File: config.mk
export PLATFORM = sky130hd
export DESIGN_NAME = alu_mult_sequencer
export DESIGN_NICKNAME = d
export VERILOG_FILES = /design/src/rtl/alu_mult_sequencer.sv
export SDC_FILE = /design/constraint.sdc
export NUM_CORES = 1
export LEC_CHECK = 0
export BUFFER_PORTS_ARGS = -buffer_cell sky130_fd_sc_hd__buf_2
export CAP_MARGIN = 5
export CORE_UTILIZATION = 55
export DETAILED_ROUTE_END_ITERATION = 16
export MAX_ROUTING_LAYER = met4
export PLACE_DENSITY = 0.84
export SLEW_MARGIN = 20
export SYNTH_ARGS = -nofsm -noshare
export SYNTH_HDL_FRONTEND = slang
export SYNTH_SLANG_ARGS = --single-unit
File: constraint.sdc
create_clock -name clk -period 4.21 [get_ports clk]
set_clock_uncertainty 0.05 [all_clocks]
set_input_delay 0.842 -clock clk [delete_from_list [all_inputs] [get_ports clk]]
set_output_delay 0.842 -clock clk [all_outputs]
set_load 0.1 [all_outputs]
File: src/rtl/alu_mult_sequencer.sv
// Shift-and-add multiply sequencer that borrows the shared execute-stage ALU via req/gnt.
// Optional macro ALU_MULT_EARLY_EXIT_EN: stop once the remaining multiplier is zero.
module alu_mult_sequencer #(
   parameter int WIDTH = 16
) (
   input  logic             clk,
   input  logic             rst_n,
   input  logic             start,
   input  logic [WIDTH-1:0] op_a,
   input  logic [WIDTH-1:0] op_b,
   output logic             busy,
   output logic             done,
   output logic [WIDTH-1:0] result,
   output logic             alu_req,
   input  logic             alu_gnt,
   output logic [WIDTH-1:0] alu_a,
   output logic [WIDTH-1:0] alu_b,
   output logic [6:0]       alu_ctrl,
   input  logic [WIDTH-1:0] alu_out
);

   localparam int CW = $clog2(WIDTH) + 1;
   localparam logic [CW-1:0] COUNT_INIT = CW'(WIDTH);
   localparam logic [6:0]    CTRL_ADD   = 7'h04;

   typedef enum logic [1:0] {
      IDLE = 2'd0,
      REQ  = 2'd1,
      RUN  = 2'd2,
      DONE = 2'd3
   } state_t;

   state_t           state_r, state_s;
   logic [WIDTH-1:0] acc_r, acc_s;
   logic [WIDTH-1:0] mcand_r, mcand_s;
   logic [WIDTH-1:0] mplier_r, mplier_s;
   logic [WIDTH-1:0] result_r, result_s;
   logic [CW-1:0]    count_r, count_s;
   logic             busy_r, done_r, req_r;
   logic [6:0]       ctrl_r;
   logic             last_s;

   // Final iteration: counter exhausted, or (early exit) no multiplier bits left after this one.
`ifdef ALU_MULT_EARLY_EXIT_EN
   assign last_s = (count_r == CW'(1)) || (mplier_r[WIDTH-1:1] == {(WIDTH-1){1'b0}});
`else
   assign last_s = (count_r == CW'(1));
`endif

   // Next-state and datapath update logic.
   always_comb begin
      state_s  = state_r;
      acc_s    = acc_r;
      mcand_s  = mcand_r;
      mplier_s = mplier_r;
      result_s = result_r;
      count_s  = count_r;
      case (state_r)
         IDLE: begin
            if (start) begin
`ifdef ALU_MULT_EARLY_EXIT_EN
               if (op_b == {WIDTH{1'b0}}) begin
                  result_s = {WIDTH{1'b0}};
                  state_s  = DONE;
               end else begin
                  acc_s    = {WIDTH{1'b0}};
                  mcand_s  = op_a;
                  mplier_s = op_b;
                  count_s  = COUNT_INIT;
                  state_s  = REQ;
               end
`else
               acc_s    = {WIDTH{1'b0}};
               mcand_s  = op_a;
               mplier_s = op_b;
               count_s  = COUNT_INIT;
               state_s  = REQ;
`endif
            end else begin
               state_s = IDLE;
            end
         end
         REQ: begin
            if (alu_gnt) begin
               state_s = RUN;
            end else begin
               state_s = REQ;
            end
         end
         RUN: begin
            if (alu_gnt) begin
               if (mplier_r[0]) begin
                  acc_s = alu_out;
               end else begin
                  acc_s = acc_r;
               end
               mcand_s  = mcand_r << 1;
               mplier_s = mplier_r >> 1;
               count_s  = count_r - CW'(1);
               if (last_s) begin
                  result_s = acc_s;
                  state_s  = DONE;
               end else begin
                  state_s = RUN;
               end
            end else begin
               state_s = RUN;
            end
         end
         DONE: begin
            state_s = IDLE;
         end
         default: begin
            state_s = IDLE;
         end
      endcase
   end

   // State, datapath and registered control outputs.
   always_ff @(posedge clk or negedge rst_n) begin
      if (!rst_n) begin
         state_r  <= IDLE;
         acc_r    <= {WIDTH{1'b0}};
         mcand_r  <= {WIDTH{1'b0}};
         mplier_r <= {WIDTH{1'b0}};
         result_r <= {WIDTH{1'b0}};
         count_r  <= {CW{1'b0}};
         busy_r   <= 1'b0;
         done_r   <= 1'b0;
         req_r    <= 1'b0;
         ctrl_r   <= 7'h00;
      end else begin
         state_r  <= state_s;
         acc_r    <= acc_s;
         mcand_r  <= mcand_s;
         mplier_r <= mplier_s;
         result_r <= result_s;
         count_r  <= count_s;
         busy_r   <= (state_s != IDLE);
         done_r   <= (state_s == DONE);
         req_r    <= (state_s == REQ) || (state_s == RUN);
         ctrl_r   <= (state_s == RUN) ? CTRL_ADD : 7'h00;
      end
   end

   assign busy     = busy_r;
   assign done     = done_r;
   assign alu_req  = req_r;
   assign alu_ctrl = ctrl_r;
   assign result   = result_r;
   assign alu_a    = (state_r == RUN) ? acc_r   : {WIDTH{1'b0}};
   assign alu_b    = (state_r == RUN) ? mcand_r : {WIDTH{1'b0}};

endmodule

-- After elaboration in Yosys (flattened, before gate mapping)
Cells that the tools add are included.
- register bits after elaboration: 77
- output and inout bits: 58
- $add $sub $neg: 1
- equal/unequal tests: 9
- multiplexer cells: 21
- reductions and logical operators: 6
- operator list (operator ; number):
    $mux W16 ; 9
    $pmux W16 S2 ; 3
    $mux W5 ; 2
    $pmux W5 S2 ; 1
    $eq A2 B2 Y1 const B ; 4
    $pmux W2 S4 ; 1
    $reduce_and A3 Y1 ; 2
    $eq A5 B1 Y1 const B ; 1
    $sub A5 B1 Y5 const B ; 1
    $eq A2 B1 Y1 const B ; 2
    $mux W2 ; 2
    $ne A2 B2 Y1 const B ; 2
    $reduce_bool A2 Y1 ; 2
    $mux W3 ; 1
    $logic_not A2 Y1 ; 1
    $mux W1 ; 2
    $logic_or A1 B1 Y1 ; 1

-- Depth between registers and ports, before layout
Gate-level depths: netlist (run 1).
- word-level depth: 6
- mapped depth: 8
- depth with buffers taken out: 7

-- Worst setup path before layout (run 1)
Ideal clock, no wire load.
- path kind: register to output
- start point: reg state_r[1]
- end point: out alu_a[10]
- arrival time: 1.686 ns
- path slack: 1.632 ns
- stages on the path, launching flop included: 5
- buffers on the path: 2
- cell sequence: dfrtp_1 -> nor2b_4 -> buf_6 -> clkbuf_1 -> and2_1
- cells in the longest elaborated chain, start to end: 2
- ends and longest elaborated chain (what ; line ; RTL):
    from (decl) ; 33 ; state_t state_r, state_s;
    from (signal assigned) ; 133 ; state_r <= state_s;
    $eq A2 B2 Y1 ; 151 ; assign alu_a = (state_r == RUN) ? acc_r : {WIDTH{1'b0}};
    $mux W16 ; 151 ;
    to (decl) ; 16 ; output logic [WIDTH-1:0] alu_a,
No other way between the ends.

-- Final worst setup path (run 1)
- start point: reg state_r[1]
- end point: out alu_b[15]
- cells in the longest elaborated chain, start to end: 2
- ends and longest elaborated chain (what ; line ; RTL):
    $eq A2 B2 Y1 ; 152 ; assign alu_b = (state_r == RUN) ? mcand_r : {WIDTH{1'b0}};
    $mux W16 ; 152 ;
    to (decl) ; 17 ; output logic [WIDTH-1:0] alu_b,
No other way between the ends.

==> results of run 1 <==
[power by group]
part | total, W | internal, W | switching (W)
Combinational | 0.00162 | 0.000472 | 0.00115
Sequential | 0.00120 | 0.000977 | 0.000225
Clock | 0.000620 | 0.000339 | 0.000281
Total | 0.00344 | 0.00179 | 0.00165
[sequential cells by signal, summed over array words and instances, names as in the netlist]
name	cells
alu_ctrl	1
mplier_r	16
acc_r	16
mcand_r	16
busy	1
result	16
done	1
alu_req	1
state_r	2
count_r	5
[kinds of logic (layout without fill, tap and decap cells)]
family | after synthesis | count (layout) | synth area share (%)
mux | 49 | 49 | 15.1
buf+inv | 36 | 124 | 5.41
xor+xnor | 1 | 1 | 0.235
compound gates | 69 | 69 | 11.4
flops | 75 | 75 | 50.4
other cells | 1 | 6 | 0.101
fa+ha+maj | 5 | 5 | 1.68
simple gates | 80 | 80 | 15.7
[synth_stat cells]
cell type	number	area, µm²
nor4_1	1	6.26
clkbuf_1	5	18.8
nand3_1	31	155
ha_1	5	62.6
clkbuf_2	1	5.00
buf_2	16	80.1
and2_1	17	106
nand3b_4	1	20.0
nor2b_1	1	6.26
o2bb2ai_1	1	8.76
buf_6	2	22.5
nand2_1	1	3.75
and4b_1	1	10.0
conb_1	1	3.75
a22o_1	18	158
mux2_2	24	270
buf_4	8	60.1
nor2_4	1	11.3
nor2b_4	1	13.8
nand3_4	1	17.5
and3b_2	13	130
xor2_1	1	8.76
dfrtp_1	75	1880
inv_1	4	15.0
nand4b_1	1	8.76
mux2_4	8	120
o211a_1	1	10.0
nor2_1	2	7.51
a21oi_1	17	85.1
nor3b_4	1	18.8
o211ai_1	1	7.51
or3b_2	1	8.76
nor4b_2	2	30.0
nand2b_1	2	12.5
o21ai_1	1	5.00
o21ai_0	30	150
mux2i_1	17	170
and3b_1	2	17.5
[tightest hold or removal path: stages, from the launching register on]
cell and delay (ns):
dfrtp_1 0.34, nand3_1 0.06, o21ai_0 0.06
[routing by layer]
layer | up-vias | routed length [µm] | track usage (%)
met5 | - | 0 | -
met4 | 0 | 147 | 11.6
met3 | 14 | 327 | 4.82
met2 | 76 | 3890 | 37.7
met1 | 1377 | 3440 | 30.5
li1 | 1306 | - | -
[worst min path at each step]
stage | endpoint | slack, ns | cells past startpoint
2_1_floorplan | mcand_r[0] | 0.41 | 1
3_3_place_gp | mcand_r[9] | 0.43 | 2
3_5_place_dp | mcand_r[6] | 0.43 | 2
4_1_cts | mcand_r[6] | 0.45 | 2
5_1_grt | mcand_r[0] | 0.47 | 1
6_report | mcand_r[2] | 0.45 | 2
[final cells by class]
cell class,count,area [µm²],share of cell area (%)
Clock buffer,9,124,2.81
Sequential cell,75,1880,42.6
Inverter,4,15.0,0.340
Clock inverter,7,98.8,2.24
Multi-Input combinational cell,210,1670,38.0
Tap cell,77,96.3,2.18
Timing Repair Buffer,104,526,11.9
[stage by stage]
stage | utilization, % | worst slack, ns | instances | hold slack [ns] | total power (W)
after detailed placement | 64.8 | 1.35 | 470 | 0.433 | 0.00284
after CTS | 68.3 | 0.964 | 486 | 0.453 | 0.00347
after floorplan | - | 1.63 | 321 | 0.409 | 0.00256
final | 68.3 | 0.988 | 486 | 0.449 | 0.00344
after global routing | 68.3 | 0.806 | 486 | 0.466 | 0.00364
after global placement | 64.7 | 1.40 | 470 | 0.426 | 0.00278
[cell usage in the layout, fill, tap and decap left out, drive strengths merged, types with 2 or more instances in the layout]
| cell | instances |
|---|---|
| nand2b | 2 |
| o21ai | 31 |
| inv | 7 |
| conb | 6 |
| a22o | 18 |
| nor2b | 2 |
| ha | 5 |
| mux2i | 17 |
| and3b | 15 |
| and2 | 17 |
| bufinv | 2 |
| clkbuf | 9 |
| a21oi | 17 |
| nor4b | 2 |
| buf | 104 |
| nand3 | 32 |
| mux2 | 32 |
| dfrtp | 75 |
| nor2 | 3 |
==> summary.txt, run 1 <==
Finish
  • Fill count: 501
  • Area Overhead vs Synth: 18.5%
  • Final instance area: 4410 µm²
  • Share of layout cells above drive strength 1: 42.5%
  • Diodes inserted: 0
  • Layout net count: 461

Worst setup path
  • Crit path cell chain: nor2b_4, and2_1, buf_2
  • Critical path endpoint: alu_b[15]
  • Buf+Inv Stages, Crit Path: 1
  • Worst reg2reg path depth: 4
  • CP Data Required Time: 3.32 ns
  • Critical path depth: 3
  • Largest stage delay, worst path: 0.79 ns
  • Crit path DAT: 2.33 ns
  • CP Max Fanout: 24
  • Crit path max-delay cell type: dfrtp_1
  • Crit start category: flip-flop
  • Critical path startpoint: state_r[1]
  • Worst Setup End Kind: output pin
  • WS Path Type: flip-flop to output pin
  • Reg-to-reg slack, setup: 1.78 ns
  • Cell family with most CP delay: flip-flops
  • FF-to-FF Start: state_r[1]
  • Reg2reg end: alu_req

Timing
  • Worst-margin pin slew: 0.936 ns
  • Fin. max-slew vios: 0
  • FMAX: 310 MHz
  • Tmin final: 3.22 ns
  • Final hold vios: 0
  • RSZ-0062 raised after global routing: no
  • Final setup viols: 0
  • Relative slew slack: 37.6%
  • Tcrit/Tclk final: 76.5%
  • Final TNS setup: 0 ns

Die
  • Die W: 84.3 µm
  • Die Ht: 84.3 µm
  • Initial Utilization: 57.6%
  • Row cnt: 29
  • IO Pins: 110
  • CORE AREA: 6460 µm²
  • Die area: 7100 µm²

Global route
  • Total Routing Usage GR: 24.2%
  • Initial antenna violation count: 0
  • Total gr overflow: 0
  • Number of global-route vias before repair: 2676
  • Pin count of the biggest net entering global routing: 76
  • First-pass GRT wire length: 13.0 mm

Clock tree
  • Clock-pin slew on the worst setup and hold paths: 0.08 ns
  • Resized Gates After CTS: 0
  • CTS root buffer: clkbuf_8
  • Clock Sinks: 75
  • CTS Buf Count: 9
  • H-tree depth: 3
  • Clock latency on the worst-skew pair: 0.35 ns
  • Hold_buf cts: 0
  • Post-CTS setup buffer count: 0
  • CTS tree: done
  • Clock buffer depth: 2

Outcome
  • Failing checks: DRC
  • Status: complete, but fails checks

Synthesis
  • Yosys warning total: 0
  • Cell area after synthesis: 3720 µm²
  • Syn_area_per_cell: 11.8 µm²
  • Synth cell types: 38
  • Post-synthesis sequential element count: 75
  • Synth Instances: 316
  • Register area share after synthesis: 50.4%

Placed design
  • DP Area: 4190 µm²
  • DP HPWL: 5.09 mm
  • Port Buf Inserts: 103
  • Placer Congestion: 0.742

Hold path
  • Hold Path Class: flip-flop to flip-flop
  • Worst Min Path Start: mcand_r[2]

Pwr
  • Leakage: 2.40 nW
  • VDD IR max: 313 µV
  • Power per cell area: 780 nW/µm²

Route
  • DRC: 14
  • Iter 0 DRT Violations: 173
  • WL/cell: 16.1 µm
  • Post-route ant nets: 0
  • Drt total wl: 7.80 mm
  • Vias per cell: 5.71
  • Drt first pass iters: 10
  • Vias post-DR: 2773

Job
  • Max-Cap Viols: 0
Note: power is estimated with default switching activity, not from simulation.
==> inputs of run 2 (changes only) <==
--- a/config.mk
+++ b/config.mk
@@ -7,10 +7,10 @@
 export LEC_CHECK = 0
 export BUFFER_PORTS_ARGS = -buffer_cell sky130_fd_sc_hd__buf_2
 export CAP_MARGIN = 5
-export CORE_UTILIZATION = 55
+export CORE_UTILIZATION = 47
 export DETAILED_ROUTE_END_ITERATION = 16
 export MAX_ROUTING_LAYER = met4
-export PLACE_DENSITY = 0.84
+export PLACE_DENSITY = 0.77
 export SLEW_MARGIN = 20
 export SYNTH_ARGS = -nofsm -noshare
 export SYNTH_HDL_FRONTEND = slang
==> constraint.sdc (replaced) <==
create_clock -name clk -period 2.89 [get_ports clk]
set_clock_uncertainty 0.05 [all_clocks]
set_input_delay 0.578 -clock clk [delete_from_list [all_inputs] [get_ports clk]]
set_output_delay 0.578 -clock clk [all_outputs]
set_load 0.1 [all_outputs]
==> summary.txt, run 2 (synthesis results as in run 1) <==
Clock tree
  • Clock Sinks: 75
  • CTS root buffer: clkbuf_8
  • Clock buffer depth: 2
  • CTS Buf Count: 9
  • Post-CTS setup buffer count: 0
  • Clock latency on the worst-skew pair: 0.34 ns
  • Hold_buf cts: 0
  • CTS tree: done
  • H-tree depth: 3
  • Clock-pin slew on the worst setup and hold paths: 0.08 ns
  • Resized Gates After CTS: 0

Worst setup path
  • CP Max Fanout: 20
  • FF-to-FF Start: state_r[0]
  • CP Data Required Time: 2.26 ns
  • WS Path Type: flip-flop to output pin
  • Crit start category: flip-flop
  • Crit path cell chain: nor2b_4, and2_1, buf_12
  • Crit path DAT: 1.94 ns
  • Critical path endpoint: alu_b[15]
  • Reg2reg end: alu_req
  • Worst Setup End Kind: output pin
  • Largest stage delay, worst path: 0.60 ns
  • Crit path max-delay cell type: dfrtp_1
  • Critical path startpoint: state_r[1]
  • Cell family with most CP delay: simple AND/OR/NAND/NOR gates
  • Buf+Inv Stages, Crit Path: 1
  • Critical path depth: 3
  • Worst reg2reg path depth: 4
  • Reg-to-reg slack, setup: 0.60 ns

Outcome
  • Status: finished, final reports clean

Timing
  • Final setup viols: 0
  • RSZ-0062 raised after global routing: no
  • Relative slew slack: 38.0%
  • Tcrit/Tclk final: 89.0%
  • Tmin final: 2.57 ns
  • Fin. max-slew vios: 0
  • Final TNS setup: 0 ns
  • FMAX: 389 MHz
  • Worst-margin pin slew: 0.930 ns
  • Final hold vios: 0
  • Hold Slack: 0.327 ns

Finish
  • Layout net count: 466
  • Fin cells: 516
  • Share of layout cells above drive strength 1: 43.0%
  • Final instance area: 4680 µm²
  • Fill count: 664
  • Commonest cells after routing, fill and taps aside: buf_2, dfrtp_1, nand3_1
  • Most common cell after layout, fill and taps aside: buf_2
  • Area Overhead vs Synth: 25.8%
  • Diodes inserted: 0

Pwr
  • VDD IR max: 689 µV
  • Leakage: 2.45 nW
  • Power per cell area: 1060 nW/µm²

Die
  • CORE AREA: 7690 µm²
  • Die Ht: 91.0 µm
  • Die W: 91.0 µm
  • IO Pins: 110
  • Initial Utilization: 48.4%
  • Row cnt: 32
  • Die area: 8280 µm²

Global route
  • Total Routing Usage GR: 20.8%
  • Pin count of the biggest net entering global routing: 76
  • Total gr overflow: 0
  • First-pass GRT wire length: 13.3 mm
  • Initial antenna violation count: 0
  • Number of global-route vias before repair: 2677

Hold path
  • Hold Path Class: input port to async pin

Route
  • Drt first pass iters: 4
  • Post-route ant nets: 0
  • Drt total wl: 7.90 mm
  • Vias per cell: 5.43
  • Vias post-DR: 2804
  • Iter 0 DRT Violations: 77
  • DRC: 0
  • WL/cell: 15.3 µm

Placed design
  • Port Buf Inserts: 103
  • DP Area: 4500 µm²
  • Placer Congestion: 0.768
  • DP Cell Count: 500
  • DP HPWL: 5.36 mm

Job
  • Max-Cap Viols: 0
-- run 2: changes by cell type in the layout (fill, tap and decap cells not counted), moves of 2 or more --
cell       before  now
inv_6           3    0
buf_2         102   85
buf_4           2    7
buf_12          0   17
clkbuf_8        9   11
bufinv_16       2    0
-- run 2: area by class of cell --
| type | count | area [µm²] | share of cell area (%) |
|---|---|---|---|
| flip-flops and latches | 75 | 1880 | 40.1 |
| multi-input cells | 210 | 1670 | 35.6 |
| repair buffers | 109 | 818 | 17.5 |
| clock buffers | 12 | 155 | 3.31 |
| well taps | 102 | 128 | 2.72 |
| clock inverters | 4 | 25.0 | 0.534 |
| inverters | 4 | 15.0 | 0.321 |
-- run 2: worst min path at each step --
| stage | end | slack, ns |
|---|---|---|
| 2_1_floorplan | acc_r[0] | 0.23 |
| 3_3_place_gp | mcand_r[8] | 0.42 |
| 3_5_place_dp | mcand_r[8] | 0.43 |
| 4_1_cts | acc_r[1] | 0.36 |
| 5_1_grt | acc_r[8] | 0.41 |
| 6_report | acc_r[3] | 0.33 |
-- run 2: stage by stage --
stage               power, W  util (%)  worst slack, ns
floorplan            0.00374         -            0.576
global placement     0.00419      58.6            0.665
detailed placement   0.00426      58.6            0.612
CTS                  0.00499      60.9            0.320
global route         0.00524      60.9            0.184
finish               0.00495      60.9            0.318
-- run 2: routing by layer --
layer / vias to the layer above / track usage (%) / wire [µm] / part of all wire, %
li1: 1308 / - / - / -
met1: 1393 / 29.2 / 3810 / 48
met2: 94 / 31.1 / 3570 / 45
met3: 9 / 3.52 / 413 / 5.2
met4: 0 / 6.35 / 98 / 1.2
met5: - / - / 0 / 0
-- run 2: power breakdown --
| part | switching, W | internal [W] | total (W) |
|---|---|---|---|
| Sequential | 0.000253 | 0.00143 | 0.00168 |
| Clock | 0.000370 | 0.000356 | 0.000726 |
| Combinational | 0.00176 | 0.000786 | 0.00255 |
==> inputs of run 3 (changes only) <==
--- a/config.mk
+++ b/config.mk
@@ -7,10 +7,11 @@
 export LEC_CHECK = 0
 export BUFFER_PORTS_ARGS = -buffer_cell sky130_fd_sc_hd__buf_2
 export CAP_MARGIN = 5
-export CORE_UTILIZATION = 47
+export CORE_UTILIZATION = 55
 export DETAILED_ROUTE_END_ITERATION = 16
+export GPL_TIMING_DRIVEN = 0
 export MAX_ROUTING_LAYER = met4
-export PLACE_DENSITY = 0.77
+export PLACE_DENSITY = 0.84
 export SLEW_MARGIN = 20
 export SYNTH_ARGS = -nofsm -noshare
 export SYNTH_HDL_FRONTEND = slang
==> constraint.sdc (replaced) <==
create_clock -name clk -period 3.06 [get_ports clk]
set_clock_uncertainty 0.05 [all_clocks]
set_input_delay 0.612 -clock clk [delete_from_list [all_inputs] [get_ports clk]]
set_output_delay 0.612 -clock clk [all_outputs]
set_load 0.1 [all_outputs]
==> summary.txt, run 3 (synthesis results as in run 1) <==
Outcome
  • Status: complete, but fails checks
  • Failing checks: DRC

Worst setup path
  • Cell family with most CP delay: buffers and inverters
  • Buf+Inv Stages, Crit Path: 3
  • Largest stage delay, worst path: 0.47 ns
  • Worst reg2reg path depth: 5
  • Crit path cell chain: nor2b_4, buf_6, clkbuf_1, and2_1, buf_2
  • Reg2reg end: alu_req
  • Reg-to-reg slack, setup: 1.13 ns
  • CP Data Required Time: 2.40 ns
  • Crit path DAT: 2.08 ns
  • WS Path Type: flip-flop to output pin
  • CP Max Fanout: 10
  • FF-to-FF Start: state_r[1]
  • Crit path max-delay cell type: dfrtp_1
  • Worst Setup End Kind: output pin
  • Crit start category: flip-flop

Route
  • DRC: 12
  • Drt total wl: 8.08 mm
  • Post-route ant nets: 0
  • Iter 0 DRT Violations: 178
  • WL/cell: 15.6 µm
  • Vias per cell: 5.59
  • Drt first pass iters: 10
  • Vias post-DR: 2892

Pwr
  • Power per cell area: 1060 nW/µm²
  • Internal Power: 0.00261 W
  • Clock network power share: 18.6%
  • Net Sw Frac: 46.7%
  • VDD IR max: 565 µV
  • Leakage: 2.53 nW
  • Combinational share of power: 49.6%
  • Design Power: 0.00491 W
  • Seq pwr share: 31.8%
  • P_sw: 0.00229 W

Global route
  • Grt met2 use: 40.2%
  • Met3 Resource Use GR: 5.11%
  • Busiest grt layer: met2
  • Total gr overflow: 0
  • M1 GR Usage: 32.1%
  • Pin count of the biggest net entering global routing: 40
  • Number of global-route vias before repair: 2800
  • First-pass GRT wire length: 13.4 mm
  • Initial antenna violation count: 0
  • Total Routing Usage GR: 24.6%

Placed design
  • Placer Congestion: 0.797
  • Pre-CTS WS: 0.684 ns
  • DP HPWL: 5.86 mm
  • Port Buf Inserts: 102

Timing
  • Final setup viols: 0
  • FMAX: 365 MHz
  • Fin. max-slew vios: 0
  • Tcrit/Tclk final: 89.6%
  • Final hold vios: 0
  • Final TNS setup: 0 ns
  • Worst setup margin: 0.318 ns
  • Tmin final: 2.74 ns
  • RSZ-0062 raised after global routing: no

Die
  • Die area: 7100 µm²
  • Row cnt: 29
  • IO Pins: 110
  • CORE AREA: 6460 µm²
  • Initial Utilization: 57.6%
  • Die Ht: 84.3 µm
  • Die W: 84.3 µm

Hold path
  • Hold Path Class: input port to async pin

Finish
  • Commonest cells after routing, fill and taps aside: buf_2, dfrtp_1, nand3_1
  • Layout net count: 492
  • Share of layout cells above drive strength 1: 45.2%
  • Most common cell after layout, fill and taps aside: buf_2
  • Area Overhead vs Synth: 23.9%
  • Diodes inserted: 0

Clock tree
  • Hold_buf cts: 0
  • Resized Gates After CTS: 0
  • H-tree depth: 3
  • CTS tree: done
  • Clock latency on the worst-skew pair: 0.35 ns
  • Clock-pin slew on the worst setup and hold paths: 0.08 ns
  • CTS root buffer: clkbuf_8
  • Post-CTS setup buffer count: 0
  • Clock buffer depth: 2
  • CTS Buf Count: 9
  • Clock Sinks: 75

Job
  • Max-Cap Viols: 0
[run 3: cell count changes in the layout (fill, tap and decap cells not counted), sizes merged]
cell,delta
clkinv,+1
clkinvlp,-1
buf,+20
clkbuf,+3
bufinv,+3
[run 3: metrics by stage]
step,utilization (%),cell area (µm²),hold WS (ns),instances
detailed placement,67.7,4370,0.433,501
finish,71.4,4610,0.170,517
CTS,71.4,4610,0.185,517
global route,71.4,4610,0.204,517
global placement,67.3,4350,0.425,500
floorplan,-,3740,0.266,321
[run 3: worst max path at each step]
stage,to,cells past startpoint,startpoint,slack [ns]
2_1_floorplan,alu_a[10],4,state_r[1],0.71
3_3_place_gp,alu_a[5],5,state_r[1],0.68
3_5_place_dp,alu_a[5],5,state_r[1],0.68
4_1_cts,alu_a[5],5,state_r[1],0.30
5_1_grt,alu_a[5],5,state_r[1],0.17
6_report,alu_a[5],5,state_r[1],0.32
[run 3: per-layer routing]
| metal | share of wire, % | vias up |
|---|---|---|
| met5 | 0 | - |
| met4 | 0.89 | 0 |
| met3 | 4.2 | 7 |
| met2 | 50 | 70 |
| met1 | 45 | 1454 |
| li1 | - | 1361 |
[run 3: power by group through the flow]
stage / clock (W) / combinational, W / sequential, W
2_1_floorplan: 0 / 0.00160 / 0.00193
3_3_place_gp: 0 / 0.00238 / 0.00156
3_5_place_dp: 0 / 0.00244 / 0.00158
4_1_cts: 0.000926 / 0.00245 / 0.00156
5_1_grt: 0.000963 / 0.00260 / 0.00161
6_report: 0.000911 / 0.00243 / 0.00156
[run 3: worst reg2reg max path: cells and delay by family (launching register included)]
family | cells | cell delay [ns]
AOI/OAI and AO/OA | 1 | 0.17
adders and majority gates | 1 | 0.29
buffers and inverters | 2 | 0.36
DFF | 1 | 0.46
and+or+nand+nor | 1 | 0.48
[run 3: area by class of cell]
| type | count | area, µm² |
|---|---|---|
| Sequential cell | 75 | 1880 |
| Fill cell | 509 | 1850 |
| Multi-Input combinational cell | 210 | 1660 |
| Timing Repair Buffer | 103 | 533 |
| Buffer | 32 | 186 |
| Clock buffer | 9 | 124 |
| Clock inverter | 7 | 116 |
| Tap cell | 77 | 96.3 |
| Inverter | 4 | 15.0 |
